### config.mk
export PLATFORM = sky130hd
export DESIGN_NAME = adc_channel_sequencer
export DESIGN_NICKNAME = d
export VERILOG_FILES = /design/src/rtl/adc_channel_sequencer.sv
export SDC_FILE = /design/constraint.sdc
export NUM_CORES = 1
export LEC_CHECK = 0
export CELL_PAD_IN_SITES_DETAIL_PLACEMENT = 0
export CELL_PAD_IN_SITES_GLOBAL_PLACEMENT = 1
export CORE_MARGIN = 3
export CORE_UTILIZATION = 41
export CTS_CLUSTER_SIZE = 8
export DETAILED_ROUTE_END_ITERATION = 8
export GPL_ROUTABILITY_DRIVEN = 0
export PLACE_DENSITY_LB_ADDON = 0.1
export SLEW_MARGIN = 20
export SYNTH_ARGS = -nofsm -noshare
export SYNTH_HDL_FRONTEND = slang
export SYNTH_SLANG_ARGS = --single-unit
### constraint.sdc
create_clock -name clk -period 2.32 [get_ports clk]
set_input_delay 0.58 -clock clk [delete_from_list [all_inputs] [get_ports clk]]
set_output_delay 0.58 -clock clk [all_outputs]
set_load 0.05 [all_outputs]
### src/rtl/adc_channel_sequencer.sv
`timescale 1ns/1ps
`default_nettype none
// ============================================================================
//  Module   : adc_channel_sequencer
//  Purpose  : Round-robin command/response sequencer for the MAX 10 modular
//             ADC. Keeps one command outstanding and averages 2^AVG_LOG2
//             conversions per channel. Emits one sample per channel, tagged
//             with its index and an end-of-frame strobe.
//  Revision : 1.0 - initial release
// ============================================================================
module adc_channel_sequencer #(
    parameter int NUM_CH      = 4,
    parameter int CH_BASE     = 1,
    parameter int DATA_W      = 12,
    parameter int AVG_LOG2    = 2,
    parameter int TIMEOUT_CYC = 256,
    localparam int IDX_W      = (NUM_CH > 1) ? $clog2(NUM_CH) : 1
) (
    input  logic              clk,
    input  logic              reset,
    input  logic              enable,
    input  logic              adc_locked,
    input  logic              clear_err,
    output logic              cmd_valid,
    output logic [4:0]        cmd_channel,
    input  logic              cmd_ready,
    input  logic              rsp_valid,
    input  logic [4:0]        rsp_channel,
    input  logic [DATA_W-1:0] rsp_data,
    output logic              out_valid,
    output logic [IDX_W-1:0]  out_index,
    output logic [DATA_W-1:0] out_data,
    output logic              frame_done,
    output logic              err_mismatch,
    output logic              err_timeout
);

    localparam int CNT_W = (AVG_LOG2 > 0) ? AVG_LOG2 : 1;
    localparam int ACC_W = DATA_W + AVG_LOG2;
    localparam int TMO_W = $clog2(TIMEOUT_CYC);

    localparam logic [CNT_W-1:0] C_CNT_LAST = CNT_W'((1 << AVG_LOG2) - 1);
    localparam logic [IDX_W-1:0] C_IDX_LAST = IDX_W'(NUM_CH - 1);
    localparam logic [TMO_W-1:0] C_TMO_LAST = TMO_W'(TIMEOUT_CYC - 1);
    localparam logic [4:0]       C_CH_BASE  = 5'(CH_BASE);

    typedef enum logic [1:0] {
        ST_IDLE  = 2'd0,
        ST_ISSUE = 2'd1,
        ST_WAIT  = 2'd2
    } state_t;

    state_t              state_q, state_d;
    logic [IDX_W-1:0]    idx_q, idx_d;
    logic [CNT_W-1:0]    cnt_q, cnt_d;
    logic [ACC_W-1:0]    acc_q, acc_d;
    logic [TMO_W-1:0]    tmo_q, tmo_d;
    logic                cmd_valid_q, cmd_valid_d;
    logic [4:0]          cmd_channel_q, cmd_channel_d;
    logic                out_valid_q, out_valid_d;
    logic [IDX_W-1:0]    out_index_q, out_index_d;
    logic [DATA_W-1:0]   out_data_q, out_data_d;
    logic                frame_done_q, frame_done_d;
    logic                err_mis_q, err_mis_d;
    logic                err_tmo_q, err_tmo_d;

    logic                w_mis_ev;
    logic                w_tmo_ev;
    logic                w_rsp_hit;
    logic [ACC_W-1:0]    w_sum;

    // The commanded channel is held in cmd_channel_q for the whole WAIT phase.
    assign w_rsp_hit = rsp_valid && (rsp_channel == cmd_channel_q);
    assign w_sum     = acc_q + ACC_W'(rsp_data);

    // Next-state, datapath and output decode.
    always_comb begin
        state_d      = state_q;
        idx_d        = idx_q;
        cnt_d        = cnt_q;
        acc_d        = acc_q;
        tmo_d        = '0;
        out_valid_d  = 1'b0;
        out_index_d  = out_index_q;
        out_data_d   = out_data_q;
        frame_done_d = 1'b0;
        w_mis_ev     = 1'b0;
        w_tmo_ev     = 1'b0;

        case (state_q)
            ST_IDLE: begin
                if (enable && adc_locked) begin
                    state_d = ST_ISSUE;
                end
            end
            ST_ISSUE: begin
                // An accepted command always gets its response window, even
                // if enable falls in the same cycle.
                if (!adc_locked) begin
                    state_d = ST_IDLE;
                end else if (cmd_valid_q && cmd_ready) begin
                    state_d = ST_WAIT;
                end else if (!enable) begin
                    state_d = ST_IDLE;
                end
            end
            ST_WAIT: begin
                if (!adc_locked) begin
                    state_d = ST_IDLE;
                end else if (rsp_valid) begin
                    state_d = enable ? ST_ISSUE : ST_IDLE;
                    if (w_rsp_hit) begin
                        if (cnt_q == C_CNT_LAST) begin
                            out_valid_d  = 1'b1;
                            out_index_d  = idx_q;
                            out_data_d   = w_sum[AVG_LOG2 +: DATA_W];
                            frame_done_d = (idx_q == C_IDX_LAST);
                            acc_d        = '0;
                            cnt_d        = '0;
                            idx_d        = (idx_q == C_IDX_LAST) ? '0 : idx_q + IDX_W'(1);
                        end else begin
                            acc_d = w_sum;
                            cnt_d = cnt_q + CNT_W'(1);
                        end
                    end else begin
                        w_mis_ev = 1'b1;
                    end
                end else if (tmo_q == C_TMO_LAST) begin
                    w_tmo_ev = 1'b1;
                    state_d  = enable ? ST_ISSUE : ST_IDLE;
                end else begin
                    tmo_d = tmo_q + TMO_W'(1);
                end
            end
            default: begin
                state_d = ST_IDLE;
            end
        endcase

        // Any return to IDLE drops the partial average and restarts at index 0.
        if (state_d == ST_IDLE) begin
            idx_d = '0;
            cnt_d = '0;
            acc_d = '0;
        end

        cmd_valid_d   = (state_d == ST_ISSUE);
        cmd_channel_d = C_CH_BASE + 5'(idx_d);
        err_mis_d     = (err_mis_q & ~clear_err) | w_mis_ev;
        err_tmo_d     = (err_tmo_q & ~clear_err) | w_tmo_ev;
    end

    // State and output registers.
    always_ff @(posedge clk or posedge reset) begin
        if (reset) begin
            state_q       <= ST_IDLE;
            idx_q         <= '0;
            cnt_q         <= '0;
            acc_q         <= '0;
            tmo_q         <= '0;
            cmd_valid_q   <= 1'b0;
            cmd_channel_q <= C_CH_BASE;
            out_valid_q   <= 1'b0;
            out_index_q   <= '0;
            out_data_q    <= '0;
            frame_done_q  <= 1'b0;
            err_mis_q     <= 1'b0;
            err_tmo_q     <= 1'b0;
        end else begin
            state_q       <= state_d;
            idx_q         <= idx_d;
            cnt_q         <= cnt_d;
            acc_q         <= acc_d;
            tmo_q         <= tmo_d;
            cmd_valid_q   <= cmd_valid_d;
            cmd_channel_q <= cmd_channel_d;
            out_valid_q   <= out_valid_d;
            out_index_q   <= out_index_d;
            out_data_q    <= out_data_d;
            frame_done_q  <= frame_done_d;
            err_mis_q     <= err_mis_d;
            err_tmo_q     <= err_tmo_d;
        end
    end

    assign cmd_valid    = cmd_valid_q;
    assign cmd_channel  = cmd_channel_q;
    assign out_valid    = out_valid_q;
    assign out_index    = out_index_q;
    assign out_data     = out_data_q;
    assign frame_done   = frame_done_q;
    assign err_mismatch = err_mis_q;
    assign err_timeout  = err_tmo_q;

endmodule
`default_nettype wire

* Yosys cells after proc, flatten, opt, wreduce, memory -nomap -nowiden
Cells that the tools add are included.
** Operators by class
- Bitwise logic cells :: 5
- Equal/unequal tests :: 7
- $add $sub $neg :: 5
- Reduce and logical (&&, ||, !) cells :: 11
- Multiplexer cells :: 50
** Operators with widths (count)
- two-way mux 14 bit :: 6
- two-way mux 2 bit :: 20
- two-way mux 8 bit :: 4
- two-way mux 1 bit :: 19
- adder 14 x 12 -> 14 bit :: 1
- adder 8 x 1 -> 8 bit, second input constant :: 1
- == test 8 bit, second input constant :: 1
- nonzero test 2 bit :: 4
- == test 2 bit, second input constant :: 3
- one-hot mux 2 bit (3 select lines) :: 1
- == test 5 x 3 -> 1 bit :: 1
- AND reduction 5 bit :: 1
- adder 2 x 1 -> 2 bit, second input constant :: 2
- == test 2 x 1 -> 1 bit, second input constant :: 2
- zero test 2 bit :: 2
- AND reduction 4 bit :: 1
- adder 1 x 2 -> 3 bit, first input constant :: 1
- logical AND 1 bit :: 3
- AND 1 bit :: 2
- OR 1 bit :: 2
- inverter 1 bit :: 1
** Word-level totals
- Output and inout port bits :: 24
- Bits of input ports :: 24
- Flip-flop bits (word level) :: 50
- Word-level logic and storage cells :: 91

* Logic depth before layout (Yosys ltp)
Gate-level depths: netlist of run 1.
- Depth in word-level cells :: 9
- Depth in mapped cells :: 8
- Mapped depth without buffers :: 8

* Least setup slack after synthesis of run 1
Ideal clock, no wire load.
- Path kind :: input port to flip-flop
- From :: input port rsp_data[0]
- To :: register acc_q[12]
- Arrival time :: 2124 ps
- Setup time :: 96 ps
- Required time :: 2224 ps
- Cell stages on the path :: 8
- Setup slack :: 100 ps
- Path buffers :: 0
- Cell sequence :: ha_1 inv_1 fa_1 nand2b_1 a21oi_1 o2111ai_1 and3_1 o32ai_2
** On the way
- Word-level cells in the longest chain between the ends :: 7
** RTL lines
- start, declared :: line 29 : input logic [DATA_W-1:0] rsp_data,
- adder 14 x 12 -> 14 bit :: line 74 : assign w_sum = acc_q + ACC_W'(rsp_data);
- two-way mux 14 bit :: line 113 : if (cnt_q == C_CNT_LAST) begin
- two-way mux 14 bit :: line 112 : if (w_rsp_hit) begin
- two-way mux 14 bit :: line 110 : end else if (rsp_valid) begin
- two-way mux 14 bit :: line 108 : if (!adc_locked) begin
- two-way mux 14 bit :: line 90 : case (state_q)
- two-way mux 14 bit :: line 141 : if (state_d == ST_IDLE) begin
- end signal, assigned :: line 159 : acc_q <= '0;
- end signal, assigned :: line 173 : acc_q <= acc_d;
- end, declared :: line 56 : logic [ACC_W-1:0] acc_q, acc_d;
Every way passes these cells. The select of a mux whose other input is x is not followed.
A chain may end at the register's enable or synchronous reset.

* Worst setup path after layout of run 1
- From :: register cmd_channel_q[0], in the netlist cmd_channel[0]
- To :: output port cmd_channel[0]
** RTL lines
- start, declared :: line 59 : logic [4:0] cmd_channel_q, cmd_channel_d;
- start signal, assigned :: line 176 : cmd_channel_q <= cmd_channel_d;
- end, declared :: line 25 : output logic [4:0] cmd_channel,
No word-level cell between the ends.

==> results of run 1 <==
==> kinds of logic (layout without fill, tap and decap cells) <==
group,after synthesis,in the layout
other,1,2
XOR/XNOR,14,14
flip-flops,50,50
AND/OR/NAND/NOR,75,75
multiplexers,9,9
AO/OA/AOI/OAI,75,75
adder cells (fa/ha/maj),17,17
buffers and inverters,21,122
==> worst register-to-register path, cell delays in order, from the launching register on <==
cell and delay (ps):
dfrtp_1 370, ha_2 190, inv_2 40, fa_2 380, nand2b_4 150, a21oi_2 140
buf_6 130, o211ai_1 120, and3b_2 250, o32ai_2 250
==> cells in the final DEF (no fill, tap or decap), types with 3 or more instances in the layout <==
| cell type | n |
|---|---|
| a211oi_2 | 3 |
| a21o_1 | 4 |
| a21oi_1 | 14 |
| a21oi_2 | 3 |
| a22o_1 | 7 |
| and3_1 | 4 |
| buf_12 | 4 |
| buf_4 | 48 |
| clkbuf_8 | 6 |
| clkdlybuf4s50_1 | 36 |
| dfrtp_1 | 49 |
| dlymetal6s2s_1 | 7 |
| ha_1 | 9 |
| ha_4 | 6 |
| inv_1 | 13 |
| inv_2 | 3 |
| mux2_2 | 7 |
| nand2_1 | 24 |
| nand3_1 | 5 |
| nor2_1 | 18 |
| o211ai_1 | 6 |
| o21ai_0 | 8 |
| o2bb2ai_1 | 3 |
| o31ai_1 | 5 |
| o32ai_2 | 5 |
| xnor2_1 | 11 |
| xor2_1 | 3 |
==> sequential cells by signal, indices dropped and copies added (netlist names), 2 cells and up <==
name,cells
state_q,2
out_index,2
cnt_q,2
cmd_channel,3
idx_q,2
acc_q,14
out_data,12
tmo_q,8
==> worst min-delay path by stage <==
stage	endpoint	depth (start not counted)	slack, ps
after floorplan	tmo_q[0]	1	450
after global placement	out_data[11]	2	470
after detailed placement	tmo_q[0]	1	470
after CTS	tmo_q[0]	1	480
after global routing	tmo_q[0]	1	510
final	tmo_q[0]	1	480
==> through the flow <==
stage / utilization / cell area (um2)
detailed placement: 0.580 / 3740
global route: 0.629 / 4060
floorplan: - / 2790
global placement: 0.580 / 3740
CTS: 0.608 / 3930
finish: 0.629 / 4060
==> area by class of cell <==
type / count / area share
multi-input cells: 192 / 0.392
flip-flops and latches: 50 / 0.308
repair buffers: 98 / 0.226
well taps: 77 / 0.0237
clock buffers: 6 / 0.0203
clock inverters: 2 / 0.0148
inverters: 16 / 0.0148
==> where the power goes <==
part           switching (W)  internal [W]
Clock               0.000300      0.000460
Combinational      0.0000934      0.000100
Sequential        0.00000235      0.000873
Total               0.000396       0.00143
==> layer usage <==
layer | up-vias | wire length [um]
met3 | 8 | 211
met1 | 1112 | 3200
li1 | 1153 | -
met2 | 38 | 2970
met4 | 0 | 70
met5 | - | 0
==> repair_timing <==
item / 4_1_cts / 5_1_grt
endpoints found under the setup margin: 13 / 13
cloned: 0 / 0
resized for setup: 14 / 26
pin swaps: 10 / 16
buffers inserted: 0 / 1
==> synth_stat cells, types with 2 or more instances <==
| cell | count | share of area |
|---|---|---|
| and2_1 | 2 | 0.0045 |
| o211ai_1 | 6 | 0.016 |
| xor2_1 | 3 | 0.0094 |
| dfrtp_1 | 49 | 0.44 |
| nor3_1 | 2 | 0.0036 |
| o2bb2ai_1 | 3 | 0.0094 |
| o21a_1 | 2 | 0.0054 |
| nor2_1 | 18 | 0.024 |
| inv_1 | 15 | 0.020 |
| mux2_2 | 7 | 0.028 |
| nand2_1 | 24 | 0.032 |
| o31ai_1 | 5 | 0.013 |
| a211o_1 | 2 | 0.0063 |
| a21o_1 | 4 | 0.011 |
| a21oi_1 | 16 | 0.029 |
| o21ai_0 | 9 | 0.016 |
| and3_1 | 5 | 0.011 |
| nand2b_1 | 3 | 0.0067 |
| and3b_1 | 2 | 0.0063 |
| ha_1 | 16 | 0.072 |
| a22o_1 | 7 | 0.022 |
| buf_4 | 2 | 0.0054 |
| o32ai_2 | 5 | 0.029 |
| a211oi_1 | 3 | 0.0081 |
| nand4_1 | 2 | 0.0045 |
| xnor2_1 | 11 | 0.035 |
| nand3_1 | 5 | 0.0090 |
| a21boi_0 | 3 | 0.0081 |
| or3_1 | 2 | 0.0045 |
| mux2i_1 | 2 | 0.0072 |
==> results.py, run 1 <==
metrics = {
    "layout": {
        "fillers": 568,
        "num-nets-final": 404,
        "multi_input_area_um2": 1590,
        "drive_gt1_frac": 0.299,
        "regArea_um2": 1250,
        "diodes": 0,
        "areaGrowthSynthToFinish_pct": 46.0,
        "finalNonFillerCells": 441,
    },
    "global_route": {
        "grt_start_max_net_pins": 51,
        "grt_util_met1": 0.252,
        "overflow": 0,
        "grt_pass1_vias": 2323,
        "grt_use_met2": 0.279,
        "grt_pass1_wl_um": 10900,
        "met3_usage": 0.0307,
        "busiest_layer": "met2",
        "antenna_found_initial": 0,
        "grtUsageTotal": 0.176,
    },
    "drt": {
        "wl_per_cell_um": 14.6,
        "drc": 0,
        "firstDrtPassIters": 4,
        "drt_first_iter_violations": 55,
        "num_vias": 2311,
        "drt_wl_total_um": 6460,
        "viasPerCell": 5.24,
        "ant_nets": 0,
    },
    "worst_setup_path": {
        "startpoint": "cmd_channel[0]",
        "crit_chain": "clkdlybuf4s50_1",
        "path_class": "reg2out",
        "path_depth": 1,
        "max_stage_delay_ps": 800,
        "critPathRequiredTime_ps": 1740,
        "timing.rr.start": "acc_q[0]",
        "worstSetupStartpointType": "register",
        "worst-path-buf-inv": 1,
        "rr_worst_depth": 9,
        "crit_family": "buffers and inverters",
        "r2r_slack_ps": 210,
        "crit_path_top_delay_cell": "clkdlybuf4s50_1",
        "worstSetupEndpointType": "primary output",
        "crit_end": "cmd_channel[0]",
        "cp_data_arrival_time_ps": 1650,
        "path_max_fanout": 2,
        "rr_endpoint": "acc_q[8]",
    },
    "timing": {
        "maxSlewViolCount": 0,
        "skew_ps": 5.85,
        "setup_tns_ps": 0,
        "max-slew-margin-rel": 0.661,
        "hold_viol_final": 0,
        "timing.final.crit_share": 0.962,
        "setup-violations-final": 0,
        "max_freq_ghz": 0.448,
        "layout_setup_ws_ps": 88.7,
        "worst_slew_pin_slew_ps": 507,
        "holdWs_ps": 484,
        "rsz0062_at_grt": "no",
        "finalCriticalPeriod_ps": 2230,
    },
    "yosys": {
        "async_flop_share": 1.00,
        "synth_top_family_by_area": "compound AO/OA/AOI/OAI gates",
        "yosys.area_share.xor_xnor": 0.0441,
        "synthCells": 262,
        "synth_compound_area_frac": 0.215,
        "ys_ff_latch": 50,
        "yosys_warnings": 0,
        "synth_edf_count": 0,
        "synth-simple-area-share": 0.140,
        "synth_mux_area_frac": 0.0355,
        "ys_types": 57,
        "syn_area_um2": 2780,
        "syn_avg_cell_area_um2": 10.6,
        "ys_seq_area_frac": 0.450,
        "dominantRegCellSynth": "dfrtp_1",
        "synth_adder_area_share": 0.0792,
    },
    "floorplan": {
        "die-area_um2": 7810,
        "die_x_um": 88.4,
        "die_h_um": 88.4,
        "ios": 48,
        "row_count": 29,
        "start_util": 0.431,
        "core_area_um2": 6460,
    },
    "clock_tree": {
        "cts_made_buffers": 5,
        "cts_buffer_depth": 2,
        "htreeDepth": 2,
        "holdBufCountCts": 0,
        "cts.sinks": 50,
        "clkLatencyLatePin_ps": 300,
        "cts_root_buf": "clkbuf_8",
        "cts_tree": "built",
        "clk_pin_slew_worst_paths_ps": 100,
    },
    "placement": {
        "dp_hpwl_um": 4760,
        "port_buffers": 45,
        "dp.cells": 433,
        "dp_slack_ps": -446,
    },
    "power": {
        "power_w": 0.00183,
        "vdd_drop_max_uv": 216,
        "power.density_nw_per_um2": 451,
        "total_leakage_power_nw": 1.88,
    },
    "min_path": {
        "hold_class": "reg2reg",
        "min_from": "tmo_q[0]",
    },
    "run": {
        "drv_cap": 0,
    },
    "run_status": {
        "run_status": "complete, no violations",
    },
}
Note: power is estimated with default switching activity, not from simulation.
==> inputs of run 2 (changes only) <==
Settings changed: REMOVE_ABC_BUFFERS set to 1.
==> results.py, run 2 (synthesized netlist as in run 1, its figures left out) <==
metrics = {
    "drt": {
        "firstDrtPassIters": 4,
        "num_vias": 2253,
        "drc": 0,
        "wl_per_cell_um": 14.4,
        "viasPerCell": 5.18,
        "drt_wl_total_um": 6270,
        "ant_nets": 0,
        "drt_first_iter_violations": 47,
    },
    "global_route": {
        "grt_pass1_vias": 2306,
        "grt_start_max_net_pins": 31,
        "overflow": 0,
        "grt_pass1_wl_um": 10700,
        "antenna_found_initial": 0,
        "grtUsageTotal": 0.175,
    },
    "placement": {
        "dp.cells": 427,
        "port_buffers": 45,
        "dp_hpwl_um": 4810,
        "dpl-instance-area_um2": 3690,
    },
    "clock_tree": {
        "clkLatencyLatePin_ps": 300,
        "holdBufCountCts": 0,
        "cts_made_buffers": 5,
        "clk_pin_slew_worst_paths_ps": 90,
        "cts_buffer_depth": 2,
        "cts_tree": "built",
        "cts_root_buf": "clkbuf_8",
        "cts.sinks": 50,
        "htreeDepth": 2,
    },
    "power": {
        "vdd_drop_max_uv": 213,
        "power.density_nw_per_um2": 430,
        "total_leakage_power_nw": 1.81,
    },
    "worst_setup_path": {
        "worst-path-buf-inv": 1,
        "max_stage_delay_ps": 800,
        "path_class": "reg2out",
        "worstSetupEndpointType": "primary output",
        "crit_family": "buffers and inverters",
        "worstSetupStartpointType": "register",
        "cp_data_arrival_time_ps": 1650,
        "path_max_fanout": 2,
        "crit_chain": "clkdlybuf4s50_1",
        "crit_path_top_delay_cell": "clkdlybuf4s50_1",
        "critPathRequiredTime_ps": 1740,
    },
    "layout": {
        "fillers": 576,
        "final_cell_mix": "49 x dfrtp_1, 43 x buf_4, 38 x clkdlybuf4s50_1, 24 x nand2_1, 18 x nor2_1",
        "finalNonFillerCells": 435,
        "regMostFlops": "acc_q",
        "largest_reg_flops": 14,
        "diodes": 0,
        "fin_area_um2": 3910,
        "drive_gt1_frac": 0.279,
        "num-nets-final": 398,
        "areaGrowthSynthToFinish_pct": 40.6,
        "final_common_cell": "dfrtp_1",
    },
    "run_status": {
        "run_status": "complete, no violations",
    },
    "floorplan": {
        "die-area_um2": 7810,
        "start_util": 0.431,
        "core_area_um2": 6460,
        "row_count": 29,
        "die_h_um": 88.4,
        "ios": 48,
        "die_x_um": 88.4,
    },
    "timing": {
        "worst_slew_pin_slew_ps": 507,
        "timing.final.crit_share": 0.960,
        "maxSlewViolCount": 0,
        "skew_ps": 4.16,
        "hold_viol_final": 0,
        "max_freq_ghz": 0.449,
        "setup-violations-final": 0,
        "max-slew-margin-rel": 0.661,
        "rsz0062_at_grt": "no",
        "finalCriticalPeriod_ps": 2230,
    },
    "run": {
        "drv_cap": 0,
    },
    "min_path": {
        "hold_class": "in2async",
    },
}
run 2: cell types whose count changed in the layout (fill, tap and decap cells not counted), moves of 2 or more:
cell / before / now
ha_4: 6 / 3
ha_1: 9 / 12
buf_4: 48 / 43
o31ai_1: 5 / 3
clkdlybuf4s50_1: 36 / 38
dlymetal6s2s_1: 7 / 4
o31ai_2: 1 / 3
run 2: layout make-up:
cell class                      instances  area, um2  area share
Inverter                               16       60.1      0.0154
Multi-Input combinational cell        192       1540       0.393
Tap cell                               77       96.3      0.0246
Sequential cell                        50       1250       0.320
Clock inverter                          3       43.8      0.0112
Clock buffer                            5       68.8      0.0176
Timing Repair Buffer                   92        851       0.218
run 2: worst paths after layout:
check                           slack, ps  cells past startpoint        endpoint            from
worst max register to register        210                      9        acc_q[8]        acc_q[0]
max in group asynchronous            1450                      3    out_data[11]           reset
worst min register to register        490                      1        tmo_q[0]        tmo_q[0]
min in group clk                      490                      1        tmo_q[0]        tmo_q[0]
worst max-delay path                   90                      1  cmd_channel[0]  cmd_channel[0]
worst min-delay path                  440                      2        tmo_q[0]           reset
run 2: through the flow:
step | worst slack (ps) | hold slack (ps) | power [W] | util | setup TNS, ps
after global routing | 20.4 | 427 | 0.00177 | 0.606 | 0
final | 92.8 | 441 | 0.00168 | 0.606 | 0
after global placement | -421 | 465 | 0.00107 | 0.571 | -6640
after detailed placement | -492 | 469 | 0.00107 | 0.571 | -7310
after floorplan | -176 | 454 | 0.000971 | - | -204
after CTS | 0.332 | 434 | 0.00171 | 0.596 | 0
run 2: power breakdown:
group / total, W / internal, W / switching [W]
sequential: 0.000875 / 0.000873 / 0.00000211
clock: 0.000625 / 0.000324 / 0.000301
combinational: 0.000180 / 0.0000910 / 0.0000893
total: 0.00168 / 0.00129 / 0.000393
run 2: timing repair:
item,CTS,global route
pin swaps,9,9
endpoints found under the setup margin,13,11
gates resized for setup,16,17
setup buffers,0,1
gates cloned,0,0
run 2: routing by layer:
metal | vias to the layer above | wire, um | global-route usage
met4 | 0 | 70 | 0.0453
met2 | 38 | 3160 | 0.308
met3 | 6 | 222 | 0.0354
met5 | - | 0 | 0
li1 | 1139 | - | -
met1 | 1070 | 2820 | 0.219
==> inputs of run 3 (changes only) <==
Settings changed: SKIP_LAST_GASP set to 1.
==> results of run 3 <==
The final DEF is identical to that of run 2; final timing and power are the same.
